$ cat config.mk
export PLATFORM = sky130hd
export DESIGN_NAME = ssg_to_bcd_capture
export DESIGN_NICKNAME = d
export VERILOG_FILES = /design/src/rtl/ssg_to_bcd_capture.sv
export SDC_FILE = /design/constraint.sdc
export NUM_CORES = 1
export LEC_CHECK = 0
export ABC_AREA = 1
export BUFFER_PORTS_ARGS = -buffer_cell sky130_fd_sc_hd__buf_2
export CAP_MARGIN = 20
export CORE_MARGIN = 2
export CORE_UTILIZATION = 28
export DETAILED_ROUTE_END_ITERATION = 8
export GPL_TIMING_DRIVEN = 0
export PLACE_DENSITY = 0.43
export SLEW_MARGIN = 20
export SYNTH_ARGS = -nofsm -noshare
export SYNTH_HDL_FRONTEND = slang
export SYNTH_SLANG_ARGS = --single-unit
$ cat constraint.sdc
create_clock -name clk -period 4.6 [get_ports clk]
set_input_delay 0 -clock clk [delete_from_list [all_inputs] [get_ports clk]]
set_output_delay 0 -clock clk [all_outputs]
set_load 0.005 [all_outputs]
$ cat src/rtl/ssg_to_bcd_capture.sv
// rtl/ssg_to_bcd_capture.sv - seven-segment bus to BCD frame capture
//
// Watches a multiplexed seven-segment display bus and waits until each
// digit's pattern has been stable long enough. It then decodes that pattern
// back to BCD and assembles a frame of N_DIGITS digits. The finished frame is
// handed downstream over a valid/ready handshake.
//
// Optional build macro: SSG_ACTIVE_LOW_EN inverts ssg and dig_sel ahead of
// the input register, for common-anode displays. Nothing after the input
// register changes.
//
// Ports:
//   clk          system clock, rising edge
//   rst          synchronous active-high reset
//   ssg[6:0]     segment lines, bit6=a .. bit0=g
//   dig_sel      one-hot digit enables, bit i = digit i
//   frame_bcd    decoded frame, digit i at [4i+3:4i]
//   frame_err    bit i set = digit i was not a legal 0-9 pattern
//   frame_valid  frame_bcd/frame_err hold a complete frame
//   frame_ready  downstream accepts the frame when frame_valid is high
//   overrun      sticky, set when a completed frame was dropped
module ssg_to_bcd_capture #(
  parameter int N_DIGITS      = 4,
  parameter int STABLE_CYCLES = 4
) (
  input  logic                  clk,
  input  logic                  rst,
  input  logic [6:0]            ssg,
  input  logic [N_DIGITS-1:0]   dig_sel,
  output logic [4*N_DIGITS-1:0] frame_bcd,
  output logic [N_DIGITS-1:0]   frame_err,
  output logic                  frame_valid,
  input  logic                  frame_ready,
  output logic                  overrun
);

  localparam int RW = $clog2(STABLE_CYCLES + 1);

  typedef enum logic [1:0] {WAIT, SETTLE, CAPTURED} state_t;

  logic [6:0]            in_ssg;
  logic [N_DIGITS-1:0]   in_sel;
  logic [6:0]            s_ssg, p_ssg;
  logic [N_DIGITS-1:0]   s_sel, p_sel;
  logic [RW-1:0]         run;
  logic [RW-1:0]         run_inc;
  state_t                state;
  logic [N_DIGITS-1:0]   seen;
  logic [4*N_DIGITS-1:0] slot_bcd;
  logic [N_DIGITS-1:0]   slot_err;
  logic                  changed;
  logic                  sel_onehot;
  logic                  capture;
  logic                  seen_full;
  logic                  load;
  logic [3:0]            dec_bcd;
  logic                  dec_err;

`ifdef SSG_ACTIVE_LOW_EN
  assign in_ssg = ~ssg;
  assign in_sel = ~dig_sel;
`else
  assign in_ssg = ssg;
  assign in_sel = dig_sel;
`endif

  // p_* is the previous cycle's registered sample, used to detect changes
  assign changed    = {s_sel, s_ssg} != {p_sel, p_ssg};
  assign sel_onehot = $onehot(s_sel);
  assign run_inc    = (run == RW'(STABLE_CYCLES)) ? run : run + RW'(1);
  // SETTLE always holds a one-hot select, so s_sel addresses the slot
  assign capture    = (state == SETTLE) && !changed && (run_inc == RW'(STABLE_CYCLES));
  assign seen_full  = &seen;
  assign load       = seen_full && (!frame_valid || frame_ready);

  always_comb begin
    dec_bcd = 4'hF;
    dec_err = 1'b0;
    case (s_ssg)
      7'b1111110: dec_bcd = 4'd0;
      7'b0110000: dec_bcd = 4'd1;
      7'b1101101: dec_bcd = 4'd2;
      7'b1111001: dec_bcd = 4'd3;
      7'b0110011: dec_bcd = 4'd4;
      7'b1011011: dec_bcd = 4'd5;
      7'b1011111: dec_bcd = 4'd6;
      7'b1110000: dec_bcd = 4'd7;
      7'b1111111: dec_bcd = 4'd8;
      7'b1111011: dec_bcd = 4'd9;
      default:    dec_err = 1'b1;
    endcase
  end

  always_ff @(posedge clk) begin
    if (rst) begin
      s_ssg       <= '0;
      s_sel       <= '0;
      p_ssg       <= '0;
      p_sel       <= '0;
      run         <= '0;
      state       <= WAIT;
      seen        <= '0;
      slot_bcd    <= '0;
      slot_err    <= '0;
      frame_bcd   <= '0;
      frame_err   <= '0;
      frame_valid <= 1'b0;
      overrun     <= 1'b0;
    end else begin
      s_ssg <= in_ssg;
      s_sel <= in_sel;
      p_ssg <= s_ssg;
      p_sel <= s_sel;

      case (state)
        WAIT: begin
          if (sel_onehot) begin
            run   <= RW'(1);
            state <= SETTLE;
          end else begin
            run <= '0;
          end
        end
        SETTLE: begin
          if (changed) begin
            if (sel_onehot) begin
              run <= RW'(1);
            end else begin
              run   <= '0;
              state <= WAIT;
            end
          end else begin
            run <= run_inc;
            if (capture) state <= CAPTURED;
          end
        end
        CAPTURED: begin
          // One capture per dwell: wait here until the bus moves on
          if (changed) begin
            if (sel_onehot) begin
              run   <= RW'(1);
              state <= SETTLE;
            end else begin
              run   <= '0;
              state <= WAIT;
            end
          end
        end
        default: begin
          run   <= '0;
          state <= WAIT;
        end
      endcase

      for (int i = 0; i < N_DIGITS; i++) begin
        if (capture && s_sel[i]) begin
          slot_bcd[4*i +: 4] <= dec_bcd;
          slot_err[i]        <= dec_err;
        end
      end

      // A full mask is consumed on the following edge, whether it is
      // delivered or dropped
      seen <= (seen_full ? '0 : seen) | (capture ? s_sel : '0);

      if (seen_full) begin
        if (load) begin
          frame_bcd   <= slot_bcd;
          frame_err   <= slot_err;
          frame_valid <= 1'b1;
        end else begin
          overrun <= 1'b1;
        end
      end else if (frame_valid && frame_ready) begin
        frame_valid <= 1'b0;
      end
    end
  end

endmodule

# Yosys cells after proc, flatten, opt, wreduce, memory -nomap -nowiden
# Cells that the tools add are included.
# totals
input_bits	14
wordCells	84
out_inout_bits	22
regBits	73
# classes
bitwise_logic	2
n_reduce_logical	19
addsub	4
n_mux	19
n_eq_ne	21
# ops
op	count
equality test 7 bit (second input constant)	8
one-hot mux 4 bit (10 select lines)	1
equality test 7 x 6 -> 1 bit (second input constant)	2
inequality test 11 bit	1
2-to-1 mux 2 bit	5
AND reduction 5 bit	2
OR reduction 10 bit	1
2-to-1 mux 3 bit	3
one-hot mux 3 bit (3 select lines)	1
logical AND 1 bit	8
2-to-1 mux 4 bit	2
AND reduction 4 bit	2
equality test 3 bit (second input constant)	2
2-to-1 mux 1 bit	6
inequality test 3 bit (second input constant)	2
one-hot mux 2 bit (3 select lines)	1
adder 1 x 1 -> 2 bit	2
inequality test 2 bit (second input constant)	2
bitwise OR 4 bit	1
adder 2 x 2 -> 3 bit	1
adder 3 x 1 -> 3 bit (second input constant)	1
equality test 3 x 1 -> 1 bit (second input constant)	1
equality test 2 x 1 -> 1 bit (second input constant)	1
equality test 2 bit (second input constant)	1
7 further kinds	8

# Depth between registers and ports, before layout
# Gate-level depths: netlist of run 1.
# logic_depth
word_depth	7
depth_mapped	13

# Worst setup path after synthesis of run 1
# No wires, ideal clock.
# synth_path
path_type	flip-flop to flip-flop
from	reg s_sel[0]
to	reg state[1]
setup_slack_ps	2369
path_buffers	0
stages_incl_launch_ff	14
arrival_ps	2113
period_less_slack_ps	2231
path_cell_list	dfxtp_1 -> inv_1 -> fa_1 -> inv_1 -> ha_1 -> ha_1 -> nor3_1 -> inv_1 -> nor2_1 -> nand2_1 -> nand2_1 -> o21bai_1 -> nand2_1 -> nor2_1
# synth_via
elab_chain_cells	6
word_cells_on_any_way	14
classes_between	2 x add/sub; 6 x eq/ne; 2 x mux; 4 x reduce/logical
# synth_rtl
element	line_no	text
start, declared	44	logic [N_DIGITS-1:0] s_sel, p_sel;
start signal, assigned	111	s_sel <= in_sel;
parallel branches: the longest is 6 deep, another holds adder 2 x 2 -> 3 bit	--	
end signal, assigned	101	state <= WAIT;
end signal, assigned	119	state <= SETTLE;
end signal, assigned	130	state <= WAIT;
end, declared	47	state_t state;
# Several ways; the timed one is not identified.
# A chain may end at the register's enable or synchronous reset.

# Final worst setup path of run 1
# Same ends and word-level chain as after synthesis.

==> summary.txt, run 1 <==
Timing
  • FMAX: 395.9 MHz
  • Final setup violation count: 0
  • Min Tclk post-route: 2.526 ns
  • Final number of hold-violating endpoints: 0
  • Relative slew slack: between 60 and 70%
  • Hold_ws: between 0.09 and 0.1 ns
  • Final WS setup: slightly above 2 ns
  • Clock Skew: 0.01202 ns
  • Setup TNS: 0 ns
  • Slew @ Worst Pin: 0.5091 ns
  • Count of pins over their slew limit: 0
  • RSZ-0062 raised after global routing: no
  • Final period util: 54.91%

Power
  • Tot Pwr: ~1.4 mW
  • Pwr dens: 358.9 mW/mm²
  • P_leak: roughly 1.9 nW
  • Peak VDD IR: 0.0001902 V

Min path
  • Worst min-delay path class: input pin to flip-flop

Logic synthesis
  • Xor and xnor area share after synthesis: 1.710%
  • Adder-Cell Fraction of Synth Area: 2.280%
  • Synth Instances: 421
  • Post-synthesis mux area share: 0%
  • Synth area leaders: dfxtp_1, nor2_1, nand2_1
  • Area share of the largest cell type after synthesis: 47.56%
  • Async set-reset flop share out of synthesis: 0%
  • Syn_nets: between 400 and 500
  • Synth warn: 0
  • Main combinational cell family by area after synthesis: simple AND/OR/NAND/NOR gates
  • Mapped cell area: 0.003073 mm²
  • Simple-gate area share of the yosys netlist: between 30% and 40%
  • Sequential area share after synthesis: 47.56%
  • Compound-cell area share of the yosys netlist: just over 8%
  • Post-synth EDFFs: 0
  • Synth area leader: dfxtp_1
  • Primary FF master, synth: dfxtp_1
  • Post-Syn Area per Cell: 7.299 µm²
  • Synth cell types: 28
  • Yosys reg bits: 73

Routing
  • Post-route ant nets: 0
  • Drt wl/cell: roughly 11 µm
  • Final wirelength: around 6.8 mm
  • DRC viols: 0
  • TritonRoute pass-1 iters: 4
  • Vias/cell: 4.234
  • Routed via count: approximately 2600
  • Initial DRC count: ~110

Setup path
  • Crit-path cells: inv_1, fa_1, inv_1, ha_1, ha_1, nor3_1, inv_1, nor2_1, nand2_1, nand2_1, o21bai_1, nand2_1, nor2_1
  • Crit Path Class: flip-flop to flip-flop
  • CP max stage delay: around 0.53 ns
  • CP Capture Type: flip-flop
  • Slowest cell on crit path: fa_1
  • Critical Path RT: 4.84 ns
  • Setup crit start kind: flip-flop
  • CP arrival: 2.77 ns
  • Crit-path max FO: 3
  • Setup slack, reg-to-reg: 2.07 ns

Global route
  • Gr ovfl total: 0
  • Total track usage: 12.71%
  • Vias in the first global route: 2427
  • Initial antenna violation count: 0
  • First-pass GRT wire length: 11.52 mm
  • Pin count of the biggest net entering global routing: 14

Job
  • Max-Cap Viols: 0

Layout
  • Layout Nets: between 400 and 500
  • Synth-to-Final Area Change: 22.43%
  • # diodes: 0
  • Layout fillers: 1186
  • Share of layout cells above drive strength 1: 15.50%
  • Final non-filler cell total: 624
  • Final core occ: 34.86%
  • Design area: about 0.0038 mm²

Floorplan
  • Initial Utilization: 28.47%
  • Number of I/O pins: 36
  • Die width: 108.8 µm
  • Core Box Area: ~0.011 mm²
  • Row Count: 38
  • DIE AREA: 0.01183 mm²
  • Die height: between 100 and 150 µm

Placed design
  • Placed cell count: 596
  • DP Worst Slack: 2.134 ns
  • Final HPWL DP: 4.910 mm
  • Placed Area: 0.003423 mm²
  • RD Place Congestion: 0.7953
  • PortBufs: 35

Clock tree
  • CTS tree: done
  • Clock Sinks: 73
  • Clk buf depth: 2
  • Clk_lat worst skew: 0.36 ns
  • Number of H-tree levels: 3
  • Worst-path clk slew: ~0.08 ns
  • Clk root buf: clkbuf_8
  • Gates resized, CTS repair: 0
  • TritonCTS buffer count: 9

Status
  • Run status: complete, no violations
-- cell type report --
class	count	area, µm²	share of cell area [%]
buffer	11	51.30	1.363
multi-input combinational	274	1319	35.05
clock inverter	7	95.09	2.527
sequential	73	1461	38.84
timing repair buffer	47	295.3	7.848
inverter	63	241.5	6.418
clock buffer	9	123.9	3.292
tap	140	175.2	4.656
-- path summary, 6_finish.rpt --
check,endpoint,startpoint,cells after the start
setup / recovery,state[1],s_sel[0],13
hold / removal,frame_bcd[8],rst,4
setup reg to reg,state[1],s_sel[0],13
hold reg to reg,frame_bcd[13],slot_bcd[13],2
-- synth_stat cells, types with 2 or more instances --
master     n
nor2_1    97
inv_2      6
clkinv_2   4
nand3_1   14
clkbuf_1   7
ha_1       4
nand4_1    6
nor2_2     2
o21ai_0   29
a21oi_1   19
nand3_4    4
buf_2      2
inv_1     53
nor3_1     5
nand2_1   79
nor2_4     2
xnor2_1    5
dfxtp_1   73
-- sequential cells by signal, summed over array words and instances (netlist names) --
signal / cells
frame_bcd: 16
frame_err: 4
frame_valid: 1
overrun: 1
p_sel: 4
p_ssg: 7
run: 3
s_sel: 4
s_ssg: 7
seen: 4
slot_bcd: 16
slot_err: 4
state: 2
-- report_power, final --
part / internal, mW / leakage [nW] / switching, mW / total (mW)
Sequential: 0.650 / 0.593 / 0.0168 / 0.666
Clock: 0.305 / 0.109 / 0.249 / 0.554
Combinational: 0.0507 / 1.16 / 0.0788 / 0.130
-- cells by family after synthesis --
family                     Yosys count
and+or+nand+nor                    213
adders and majority gates            5
AOI/OAI and AO/OA                   50
buffers and inverters               74
DFF                                 73
xor gates and xnor gates             6
-- cell usage in the layout (no fill, tap or decap), types with 7 or more instances in the layout --
master and count:
dfxtp_1 73, dlygate4sd3_1 12, clkbuf_1 7, inv_1 53
buf_2 37, nor2_1 97, nand2_1 79, o21ai_0 29
a21oi_1 19, nand3_1 14, clkbuf_8 9
-- metal layers --
metal / vias to the layer above / global-route usage [%] / wire, µm
met1: 1173 / 16.43 / 3441
met5: - / 0 / 0
met2: 44 / 19.60 / 2961
met4: 0 / 5.769 / 133
li1: 1414 / - / -
met3: 11 / 3.646 / 262
-- critical path: cells and delay by family, from the launching register on --
family                     cells  cell delay (ns)
buffers and inverters          3             0.26
AOI/OAI and AO/OA              1             0.08
DFF                            1             0.44
adders and majority gates      3             0.97
and+or+nand+nor                6             0.66
-- timing repair --
item	in CTS	in global routing
endpoints found under the hold margin	12	0
setup endpoints to repair	0	0
hold buffers	12	0
buffers inserted	0	0
No activity file was read; power rests on OpenSTA's default activity.
==> run 2, diff against run 1 <==
--- a/config.mk
+++ b/config.mk
@@ -12,7 +12,7 @@
 export CORE_UTILIZATION = 28
 export DETAILED_ROUTE_END_ITERATION = 8
 export GPL_TIMING_DRIVEN = 0
-export PLACE_DENSITY = 0.43
+export PLACE_DENSITY = 0.45
 export SLEW_MARGIN = 20
 export SYNTH_ARGS = -nofsm -noshare
 export SYNTH_HDL_FRONTEND = slang
==> constraint.sdc (replaced) <==
create_clock -name clk -period 2.27 [get_ports clk]
set_input_delay 0 -clock clk [delete_from_list [all_inputs] [get_ports clk]]
set_output_delay 0 -clock clk [all_outputs]
set_load 0.005 [all_outputs]
==> run 2 against run 1 <==
Net effect:
- maximum frequency is 14% higher
- die area did not move
- clock skew shrank 0.0025 ns
- sequential cell count is the same
- global-route usage down 0.10 points
- critical path type unchanged
- largest power group unchanged
- highest routed layer unchanged
==> summary.txt, run 2 (synthesis results as in run 1) <==
Clock tree
  • Number of H-tree levels: 3 (unchanged)
  • Worst-path clk slew: 0.08 ns (about the same)
  • Clk root buf: clkbuf_8
  • CTS tree: done
  • Clk buf depth: 2 (unchanged)
  • Clock Sinks: 73 (unchanged)
  • Clk_lat worst skew: 0.35 ns (about the same)
  • TritonCTS buffer count: 9 (unchanged)

Timing
  • Min Tclk post-route: 2.206 ns (-0.3195 ns)
  • Relative slew slack: 67.19% (+1.1 points)
  • Final number of hold-violating endpoints: 0 (unchanged)
  • FMAX: 453.2 MHz (+14%)
  • Final setup violation count: 0 (unchanged)
  • Setup TNS: 0 ns (unchanged)
  • Clock Skew: 0.009501 ns (-0.002523 ns)
  • Final period util: 97.20% (+42 points)
  • Count of pins over their slew limit: 0 (unchanged)
  • RSZ-0062 raised after global routing: yes
  • Final WS setup: 0.06363 ns (-2.011 ns)
  • Hold_ws: 0.07760 ns (-0.01242 ns)
  • Slew @ Worst Pin: 0.4922 ns (-0.01691 ns)

Power
  • Pwr dens: 748.1 mW/mm² (+110%)
  • Tot Pwr: 2.893 mW (+110%)
  • Peak VDD IR: 0.0003699 V (+94%)
  • P_leak: 1.892 nW (+1.8%)

Layout
  • Final core occ: 35.83% (+0.97 points)
  • Top Registers: frame_bcd (16), slot_bcd (16)
  • Layout Nets: 502 (+0.80%)
  • Most common cell after layout, fill and taps aside: nor2_1
  • Share of layout cells above drive strength 1: 18.03% (+2.5 points)
  • Area of the multi-input gates: 0.001355 mm² (+2.8%)
  • Reg area: 0.001473 mm² (+0.77%)
  • # diodes: 0 (unchanged)
  • Synth-to-Final Area Change: 25.86%
  • Commonest non-fill, non-tap cells in the layout: nor2_1, nand2_1, dfxtp_1, inv_1, buf_2
  • Layout fillers: 1151 (-3.0%)

Routing
  • Drt wl/cell: 10.60 µm (-2.7%)
  • Final wirelength: 6.655 mm (-2.1%)
  • Post-route ant nets: 0 (unchanged)
  • Routed via count: 2633 (-0.34%)
  • DRC viols: 0 (unchanged)
  • Vias/cell: 4.193 (-0.98%)
  • TritonRoute pass-1 iters: 4 (unchanged)
  • Initial DRC count: 73 (-31%)

Job
  • Max-Cap Viols: 0 (unchanged)

Global route
  • First-pass GRT wire length: 11.54 mm (+0.11%)
  • Vias in the first global route: 2484 (+2.3%)
  • Total track usage: 12.61% (-0.10 points)
  • Initial antenna violation count: 0 (unchanged)
  • Gr ovfl total: 0 (unchanged)
  • Pin count of the biggest net entering global routing: 13 (-1)

Setup path
  • Crit Path Class: flip-flop to flip-flop
  • CP arrival: 2.44 ns (-0.33 ns)
  • Crit-path max FO: 3 (unchanged)
  • Critical Path RT: 2.51 ns (-2.33 ns)
  • CP Capture Type: flip-flop
  • Slowest cell on crit path: fa_1
  • Setup crit start kind: flip-flop
  • CP max stage delay: 0.52 ns (about the same)
  • CP most frequent cell: nand2_1
  • Crit-path cells: inv_4, fa_1, inv_1, ha_2, ha_4, nor3_4, inv_2, nor2_2, nand2_1, nand2_1, o21bai_1, nand2_1, nor2_1

Placed design
  • Final HPWL DP: 4.780 mm (-2.6%)
  • DP Worst Slack: -0.1905 ns (-2.324 ns)
  • PortBufs: 35 (unchanged)
  • RD Place Congestion: 0.8098 (+1.8%)

Floorplan
  • Die height: 108.8 µm (unchanged)
  • Die width: 108.8 µm (unchanged)
  • Initial Utilization: 28.47% (unchanged)
  • DIE AREA: 0.01183 mm² (unchanged)
  • Row Count: 38 (unchanged)
  • Number of I/O pins: 36 (unchanged)
  • Core Box Area: 0.01079 mm² (unchanged)

Min path
  • Worst min-delay path class: input pin to flip-flop

Status
  • Run status: complete, no violations
==> run 2: worst max-delay path, delay by kind of cell (launching register included) <==
family	cells	cell delay, ns
buffers and inverters	3	0.15
and+or+nand+nor	6	0.57
DFF	1	0.37
adders and majority gates	3	0.93
AOI/OAI and AO/OA	1	0.07
==> run 2: where the power goes <==
part | internal [mW] | switching, mW | leakage (nW)
Clock | 0.759 | 0.488 | 0.120
Sequential | 1.32 | 0.0322 | 0.595
Combinational | 0.123 | 0.176 | 1.18
==> run 2: area by class of cell <==
type	count	share of cell area [%]
Sequential cell	73	38.08
Multi-Input combinational cell	274	35.04
Timing Repair Buffer	51	8.412
Inverter	63	6.309
Tap cell	140	4.529
Clock buffer	11	3.656
Clock inverter	5	2.653
Buffer	11	1.326
==> run 2: stage by stage <==
step / cells / area [µm²]
after global placement: 596 / 3423
final: 628 / 3867
after global routing: 628 / 3867
after floorplan: 421 / 3073
after CTS: 624 / 3799
after detailed placement: 596 / 3423
==> run 2: metal layers <==
layer | up-vias | routed length [µm] | GRT usage [%]
met5 | - | 0 | 0
met4 | 0 | 68 | 5.037
met3 | 7 | 316 | 3.885
met2 | 50 | 2849 | 19.29
met1 | 1155 | 3420 | 16.54
li1 | 1421 | - | -
==> run 2: path summary, 6_finish.rpt <==
path,start,end,slack [ns],depth (start not counted)
setup / recovery,s_sel[1],state[1],0.06,13
hold / removal,rst,frame_bcd[12],0.08,4
setup reg to reg,s_sel[1],state[1],0.06,13
hold reg to reg,slot_bcd[0],frame_bcd[0],0.45,2
==> run 2: what timing repair did <==
| action | CTS | global route |
|---|---|---|
| hold buffers | 12 | 0 |
| resized for setup | 5 | 10 |
| endpoints found under the setup margin | 3 | 3 |
| pin swaps | 1 | 7 |
| setup buffers | 0 | 4 |
| endpoints found under the hold margin | 12 | 0 |
